$ cat config.mk
export PLATFORM = sky130hd
export DESIGN_NAME = rect_fill_engine
export DESIGN_NICKNAME = d
export VERILOG_FILES = /design/src/rtl/rect_fill_engine.sv
export SDC_FILE = /design/constraint.sdc
export NUM_CORES = 1
export LEC_CHECK = 0
export CELL_PAD_IN_SITES_DETAIL_PLACEMENT = 2
export CELL_PAD_IN_SITES_GLOBAL_PLACEMENT = 2
export CORE_UTILIZATION = 40
export CTS_BUF_LIST = sky130_fd_sc_hd__clkbuf_16
export DETAILED_ROUTE_END_ITERATION = 6
export DONT_BUFFER_PORTS = 1
export PLACE_DENSITY_LB_ADDON = 0.1
export SETUP_SLACK_MARGIN = 0.15
export SYNTH_ARGS = -nofsm -noshare
export SYNTH_HDL_FRONTEND = slang
export SYNTH_SLANG_ARGS = --single-unit
$ cat constraint.sdc
create_clock -name clock -period 5.7 [get_ports clock]
set_clock_uncertainty 0.05 [all_clocks]
set_input_delay 0.285 -clock clock [delete_from_list [all_inputs] [get_ports clock]]
set_output_delay 0.285 -clock clock [all_outputs]
set_load 0.1 [all_outputs]
$ cat src/rtl/rect_fill_engine.sv
// Rectangle fill engine: clips one rectangle command to the visible screen and
// emits one pixel write per clock in raster order toward video memory.
module rect_fill_engine #(
  parameter int unsigned H_PIXELS     = 320,
  parameter int unsigned V_PIXELS     = 240,
  parameter int unsigned X_WIDTH      = 9,
  parameter int unsigned Y_WIDTH      = 8,
  parameter int unsigned COLOUR_WIDTH = 3
) (
  input  logic                    clock,
  input  logic                    resetn,
  input  logic                    start,
  input  logic [X_WIDTH-1:0]      rect_x,
  input  logic [Y_WIDTH-1:0]      rect_y,
  input  logic [X_WIDTH-1:0]      rect_w,
  input  logic [Y_WIDTH-1:0]      rect_h,
  input  logic [COLOUR_WIDTH-1:0] colour,
  output logic                    ready,
  output logic                    plot,
  output logic [X_WIDTH-1:0]      x,
  output logic [Y_WIDTH-1:0]      y,
  output logic [COLOUR_WIDTH-1:0] colour_out,
  output logic                    done
);

  localparam logic [X_WIDTH:0] HLim = H_PIXELS[X_WIDTH:0];
  localparam logic [Y_WIDTH:0] VLim = V_PIXELS[Y_WIDTH:0];
  localparam logic [X_WIDTH:0] XOne = 1;
  localparam logic [Y_WIDTH:0] YOne = 1;

  typedef enum logic [1:0] {StIdle, StDraw, StDone} state_e;

  state_e             state_q;
  logic [X_WIDTH-1:0] x_start_q;
  logic [X_WIDTH:0]   x_end_q;
  logic [Y_WIDTH:0]   y_end_q;

  logic [X_WIDTH:0]   x_sum, x_end_d;
  logic [Y_WIDTH:0]   y_sum, y_end_d;
  logic               empty_cmd, x_last, y_last;

  // Ends are exclusive and one bit wider so rect_x+rect_w cannot wrap.
  always_comb begin
    x_sum     = {1'b0, rect_x} + {1'b0, rect_w};
    y_sum     = {1'b0, rect_y} + {1'b0, rect_h};
    x_end_d   = (x_sum > HLim) ? HLim : x_sum;
    y_end_d   = (y_sum > VLim) ? VLim : y_sum;
    empty_cmd = (rect_w == '0) || (rect_h == '0) ||
                ({1'b0, rect_x} >= HLim) || ({1'b0, rect_y} >= VLim);
    x_last    = (({1'b0, x} + XOne) == x_end_q);
    y_last    = (({1'b0, y} + YOne) == y_end_q);
  end

  always_ff @(posedge clock or negedge resetn) begin
    if (!resetn) begin
      state_q    <= StIdle;
      ready      <= 1'b1;
      plot       <= 1'b0;
      done       <= 1'b0;
      x          <= '0;
      y          <= '0;
      colour_out <= '0;
      x_start_q  <= '0;
      x_end_q    <= '0;
      y_end_q    <= '0;
    end else begin
      unique case (state_q)
        StIdle: begin
          if (start) begin
            ready      <= 1'b0;
            colour_out <= colour;
            x_start_q  <= rect_x;
            x_end_q    <= x_end_d;
            y_end_q    <= y_end_d;
            if (empty_cmd) begin
              state_q <= StDone;
              done    <= 1'b1;
            end else begin
              state_q <= StDraw;
              plot    <= 1'b1;
              x       <= rect_x;
              y       <= rect_y;
            end
          end
        end
        StDraw: begin
          if (x_last) begin
            if (y_last) begin
              state_q <= StDone;
              plot    <= 1'b0;
              done    <= 1'b1;
            end else begin
              x <= x_start_q;
              y <= y + 1'b1;
            end
          end else begin
            x <= x + 1'b1;
          end
        end
        StDone: begin
          state_q <= StIdle;
          done    <= 1'b0;
          ready   <= 1'b1;
        end
        default: begin
          state_q <= StIdle;
          plot    <= 1'b0;
          done    <= 1'b0;
          ready   <= 1'b1;
        end
      endcase
    end
  end

endmodule
* Word level (Yosys, flattened, before mapping) *
Index checks and enable logic that the tools add are counted.

word-level totals
  bits in registers = 53
  bits in latches = 0
  RAM bits = 0
  ROM bits = 0
  bits of input ports = 40
  output and inout bits = 23
  logic and storage cells = 76
  memories kept = 0

cells by class
  $add $sub $neg = 6
  multipliers = 0
  div/mod/pow operators = 0
  $lt $le $gt $ge = 4
  equality and inequality tests = 11
  shift-type cells = 0
  mux-type cells = 29
  bitwise operators = 2
  reductions and logical operators = 14

operators by type and width
  cell                                                  number
  2-to-1 mux 9 bit                                      5
  2-to-1 mux 8 bit                                      4
  case mux 9 bit (2 select lines)                       1
  case mux 8 bit (2 select lines)                       1
  inequality test 2 bit (second input constant)         6
  adder 9 x 1 -> 10 bit (second input constant)         1
  adder 9 x 9 -> 10 bit                                 1
  == test 10 bit                                        1
  > comparator 10 x 9 -> 1 bit (second input constant)  1
  2-to-1 mux 10 bit                                     1
  AND reduction 5 bit                                   2
  adder 8 x 1 -> 9 bit (second input constant)          1
  adder 8 x 8 -> 9 bit                                  1
  adder 9 x 1 -> 9 bit (second input constant)          1
  == test 9 bit                                         1
  >= comparator 9 bit (second input constant)           1
  > comparator 9 x 8 -> 1 bit (second input constant)   1
  logical NOT 9 bit                                     1
  2-to-1 mux 1 bit                                      9
  adder 8 x 1 -> 8 bit (second input constant)          1
  >= comparator 8 bit (second input constant)           1
  logical NOT 8 bit                                     1
  2-to-1 mux 2 bit                                      4
  AND reduction 4 bit                                   2
  12 further kinds                                      17

* Depth between registers and ports, before layout *
  word-level depth = 7
  gate-level depth with buffers = 10
  depth with buffers taken out = 10

* Worst setup path after synthesis *
OpenSTA, ideal clock, no wires.

  path kind = register to register
  start point = reg x[0]
  end point = reg x[1]
  setup time = 0.127 ns
  arrival time = 3.365 ns
  required time = 5.523 ns
  slack = 2.158 ns
  stages on the path, launching flop included = 9
  buffers on the path = 0
  period minus slack after synthesis = 3.542 ns
  path through = dfrtp_1 -> ha_1 -> xnor2_1 -> xnor2_1 -> or4b_4 -> or3_4 -> nor3_4 -> nand2_4 -> a221o_2

between the ends
  cells in the longest elaborated chain, start to end = 4
  elaborated cells between the ends (all ways) = 7
  those cells by class = add/sub (2); eq/ne (2); mux (2); reduce/logical (1)

RTL lines
  item                                                                                     line  text
  start: declaration                                                                       20    output logic [X_WIDTH-1:0] x,
  start signal: assignment                                                                 81    x <= rect_x;
  start signal: assignment                                                                 93    x <= x_start_q;
  start signal: assignment                                                                 97    x <= x + 1'b1;
  adder 9 x 1 -> 10 bit                                                                    50    x_last = (({1'b0, x} + XOne) == x_end_q);
  == test 10 bit                                                                           50
  inequality test 3 bit (no line) / 2-to-1 mux 9 bit (equally long branches)               -
  AND reduction 4 bit (no line) / case mux 9 bit (2 select lines) (equally long branches)  -

Parallel ways exist; a longest one is shown, timed or not.
A chain may end at the register's enable or synchronous reset.

* Worst setup path after layout *
  start point = reg x[1]
  end point = reg x[1]

The elaborated chain is that of the path after synthesis.

==> impl_metrics.tcl <==
set metrics [dict create \
    coreArea_um2 9730 \
    p_leak_nw 1.85 \
    grt-ovfl-total 0 \
    maxSlewViolCount 0 \
    max-slew-margin-rel_pct 21.0 \
    synthXorXnorAreaFrac_pct 7.45 \
    area_delta_synth_final_pct 8.73 \
    fill_cells 1133 \
    grt_max_degree 54 \
    multiInputGateArea_um2 2510 \
    r2r_start "x[1]$_DFFE_PN0P_" \
    die-area_um2 10400 \
    drt-pass1-iter-count 4 \
    ios 63 \
    synth.top_cells.by_count "nand2_1 (57), dfrtp_1 (52), nor2_1 (26)" \
    yosys_warnings 0 \
    powerDensity_nw_per_um2 642 \
    drt_wl_total_um 13000 \
    grt_pass1_wl_um 20900 \
    placementRows 36 \
    synth_seq_cells 53 \
    drv_cap 0 \
    antenna_found_initial 0 \
    synth_mux_area_share_pct 1.41 \
    cts_resized 0 \
    port_buffers 0 \
    period_minus_slack_ns 3.84 \
    synth-simple-area-share_pct 23.2 \
    remaining_drc_errors 0 \
    reg2reg_depth 8 \
    place.gp.congestion 0.851 \
    ys_seq_area_share_pct 33.2 \
    setup_violations 0 \
    r2r_end "x[1]$_DFFE_PN0P_" \
    drt-wirelength-per-cell_um 22.0 \
    initial_core_util_pct 41.1 \
    setup_ws_ns 1.86 \
    fmaxAchievable_mhz 260 \
    period_share_pct 67.4 \
    ir_drop_v 0.000241 \
    mappedNetlistNets 514 \
    end_kind "register" \
    ff2ff_setup_slack_ns 1.86 \
    regArea_um2 1330 \
    grt.total_usage_pct 26.6 \
    drive_gt1_share_pct 8.75 \
    synth_top_area_cell "dfrtp_1" \
    hold_ws_ns 0.0462 \
    vias 3559 \
    fp.dieW_um 102 \
    cts.sinks 53 \
    min_from "colour[1]" \
    first_global_vias 3882 \
    crit_type "reg2reg" \
    synth_area_leaders "dfrtp_1 (33%), ha_1 (5.9%), xnor2_1 (5.5%)" \
    clk_pin_slew_ns 0.07 \
    dp_slack_ns 1.89 \
    syn_area_per_cell_um2 8.82 \
    hold_path_end "colour_out[1]$_DFFE_PN0P_" \
    yosysMostFrequentCell "nand2_1" \
    ys.flop_type "dfrtp_1" \
    crit_arrival_ns 3.97 \
    netlist_instances 453 \
    hold_path_class "in2reg" \
    ant_nets 0 \
    synth_top_area_share_pct 32.6 \
    drt_iter0_drc 130 \
    synth_top_family_by_area "compound AO/OA/AOI/OAI gates" \
    clockBufferDepth 2 \
    rsz0062_at_grt "false" \
    clk_latency_ns 0.29 \
    critPathLaunchType "register" \
    hold_depth 2 \
    root_buffer "clkbuf_16" \
    tightest_slew_ns 1.19 \
    fin_nets 517 \
    netlist_area_um2 4000 \
    dp_hpwl_um 10400 \
    total_power_w 0.00279 \
    cts_tree "done" \
    place_area_um2 4170 \
    critical_path_peak_fanout 10 \
    vias_per_cell 6.03 \
    ys_types 71 \
    antenna_cells 0 \
    worstPathRequired_ns 5.83 \
    synth-compound-area-share_pct 23.9 \
    synthAdderAreaFrac_pct 6.95 \
    setup_tns_ns 0 \
    cts_buffers 5 \
    hold_viol 0 \
    status "finished, final reports clean" \
    final_area_um2 4350 \
    cts.htree.levels 2 \
    ys_async_sr_fraction_pct 100 \
    die_h_um 102 \
    synth-edff-count 0 \
]
-- layout by cell type, fill, tap and decap left out, types with 5 or more instances in the layout --
cell / netlist / layout
o31ai_1: 7 / 7
nand2_1: 57 / 57
o21a_1: 6 / 6
inv_1: 22 / 24
nor2_1: 26 / 26
a21oi_1: 22 / 22
a31oi_1: 8 / 8
dfrtp_1: 52 / 52
o21ai_0: 13 / 13
xnor2_1: 25 / 25
nor3_1: 16 / 16
nand3_1: 14 / 14
nor4_1: 8 / 8
nand2b_1: 9 / 9
buf_4: 0 / 11
a221oi_1: 8 / 8
clkbuf_16: 0 / 5
nand4_1: 8 / 8
a22o_1: 7 / 7
a211oi_1: 8 / 8
ha_1: 19 / 19
xor2_1: 9 / 9
-- per-stage QoR --
stage | instances | util, %
after global routing | 590 | 44.7
after floorplan | 453 | -
after global placement | 580 | 42.9
final | 590 | 44.7
after detailed placement | 580 | 42.9
after CTS | 590 | 44.7
-- layout make-up --
cell class / instances / area share, %
clock buffers: 5 / 2.88
clock inverters: 3 / 0.259
inverters: 22 / 1.90
multi-input cells: 361 / 57.8
flip-flops and latches: 53 / 30.5
well taps: 133 / 3.83
repair buffers: 13 / 2.76
-- power breakdown --
group | leakage, nW | switching [W] | total (W) | internal (W)
clock | 0.0738 | 0.000135 | 0.000294 | 0.000159
combinational | 1.15 | 0.000900 | 0.00141 | 0.000511
sequential | 0.624 | 0.000553 | 0.00109 | 0.000535
total | 1.85 | 0.00159 | 0.00279 | 0.00120
-- logic make-up (layout without fill, tap and decap cells) --
| kind of cell | Yosys count | in the layout |
|---|---|---|
| xor gates and xnor gates | 34 | 34 |
| buffers and inverters | 39 | 43 |
| muxes | 5 | 5 |
| adders and majority gates | 21 | 21 |
| AOI/OAI and AO/OA | 127 | 127 |
| and+or+nand+nor | 174 | 174 |
| DFF | 53 | 53 |
-- registers in the layout (all words and copies together), names as in the netlist --
| register | cells |
|---|---|
| state_q | 2 |
| x | 9 |
| ready | 1 |
| plot | 1 |
| x_end_q | 10 |
| y | 8 |
| colour_out | 3 |
| done | 1 |
| x_start_q | 9 |
| y_end_q | 9 |
-- worst max-delay path, stage by stage, from the launching register on --
cell and delay (ns):
dfrtp_1 1.04, ha_1 0.41, xnor2_1 0.13, xnor2_1 0.20, or4b_4 0.53, or3_4 0.44, nor3_4 0.42, nand2_4 0.14
a221o_2 0.37
-- metal layers --
metal / vias up / share of wire [%] / global-route usage, %
met4: 0 / 1.1 / 5.60
li1: 1690 / - / -
met5: - / 0 / 0
met1: 1790 / 48 / 37.8
met2: 68 / 46 / 42.2
met3: 11 / 4.8 / 4.86
-- worst max path at each step --
| stage | startpoint | to | slack [ns] | depth (start not counted) |
|---|---|---|---|---|
| after floorplan | x[0]$_DFFE_PN0P_ | x[1]$_DFFE_PN0P_ | 2.16 | 8 |
| after global placement | x[1]$_DFFE_PN0P_ | x[1]$_DFFE_PN0P_ | 1.94 | 8 |
| after detailed placement | x[1]$_DFFE_PN0P_ | x[1]$_DFFE_PN0P_ | 1.89 | 8 |
| after CTS | x[2]$_DFFE_PN0P_ | y[1]$_DFFE_PN0P_ | 1.86 | 7 |
| after global routing | x[1]$_DFFE_PN0P_ | x[2]$_DFFE_PN0P_ | 1.66 | 8 |
| final | x[1]$_DFFE_PN0P_ | x[1]$_DFFE_PN0P_ | 1.86 | 8 |
-- timing repair --
item | in CTS | in global routing
hold buffers | 2 | 0
setup buffers | 0 | 0
hold endpoints to repair | 53 | 0
(Power assumes the default switching activity.)
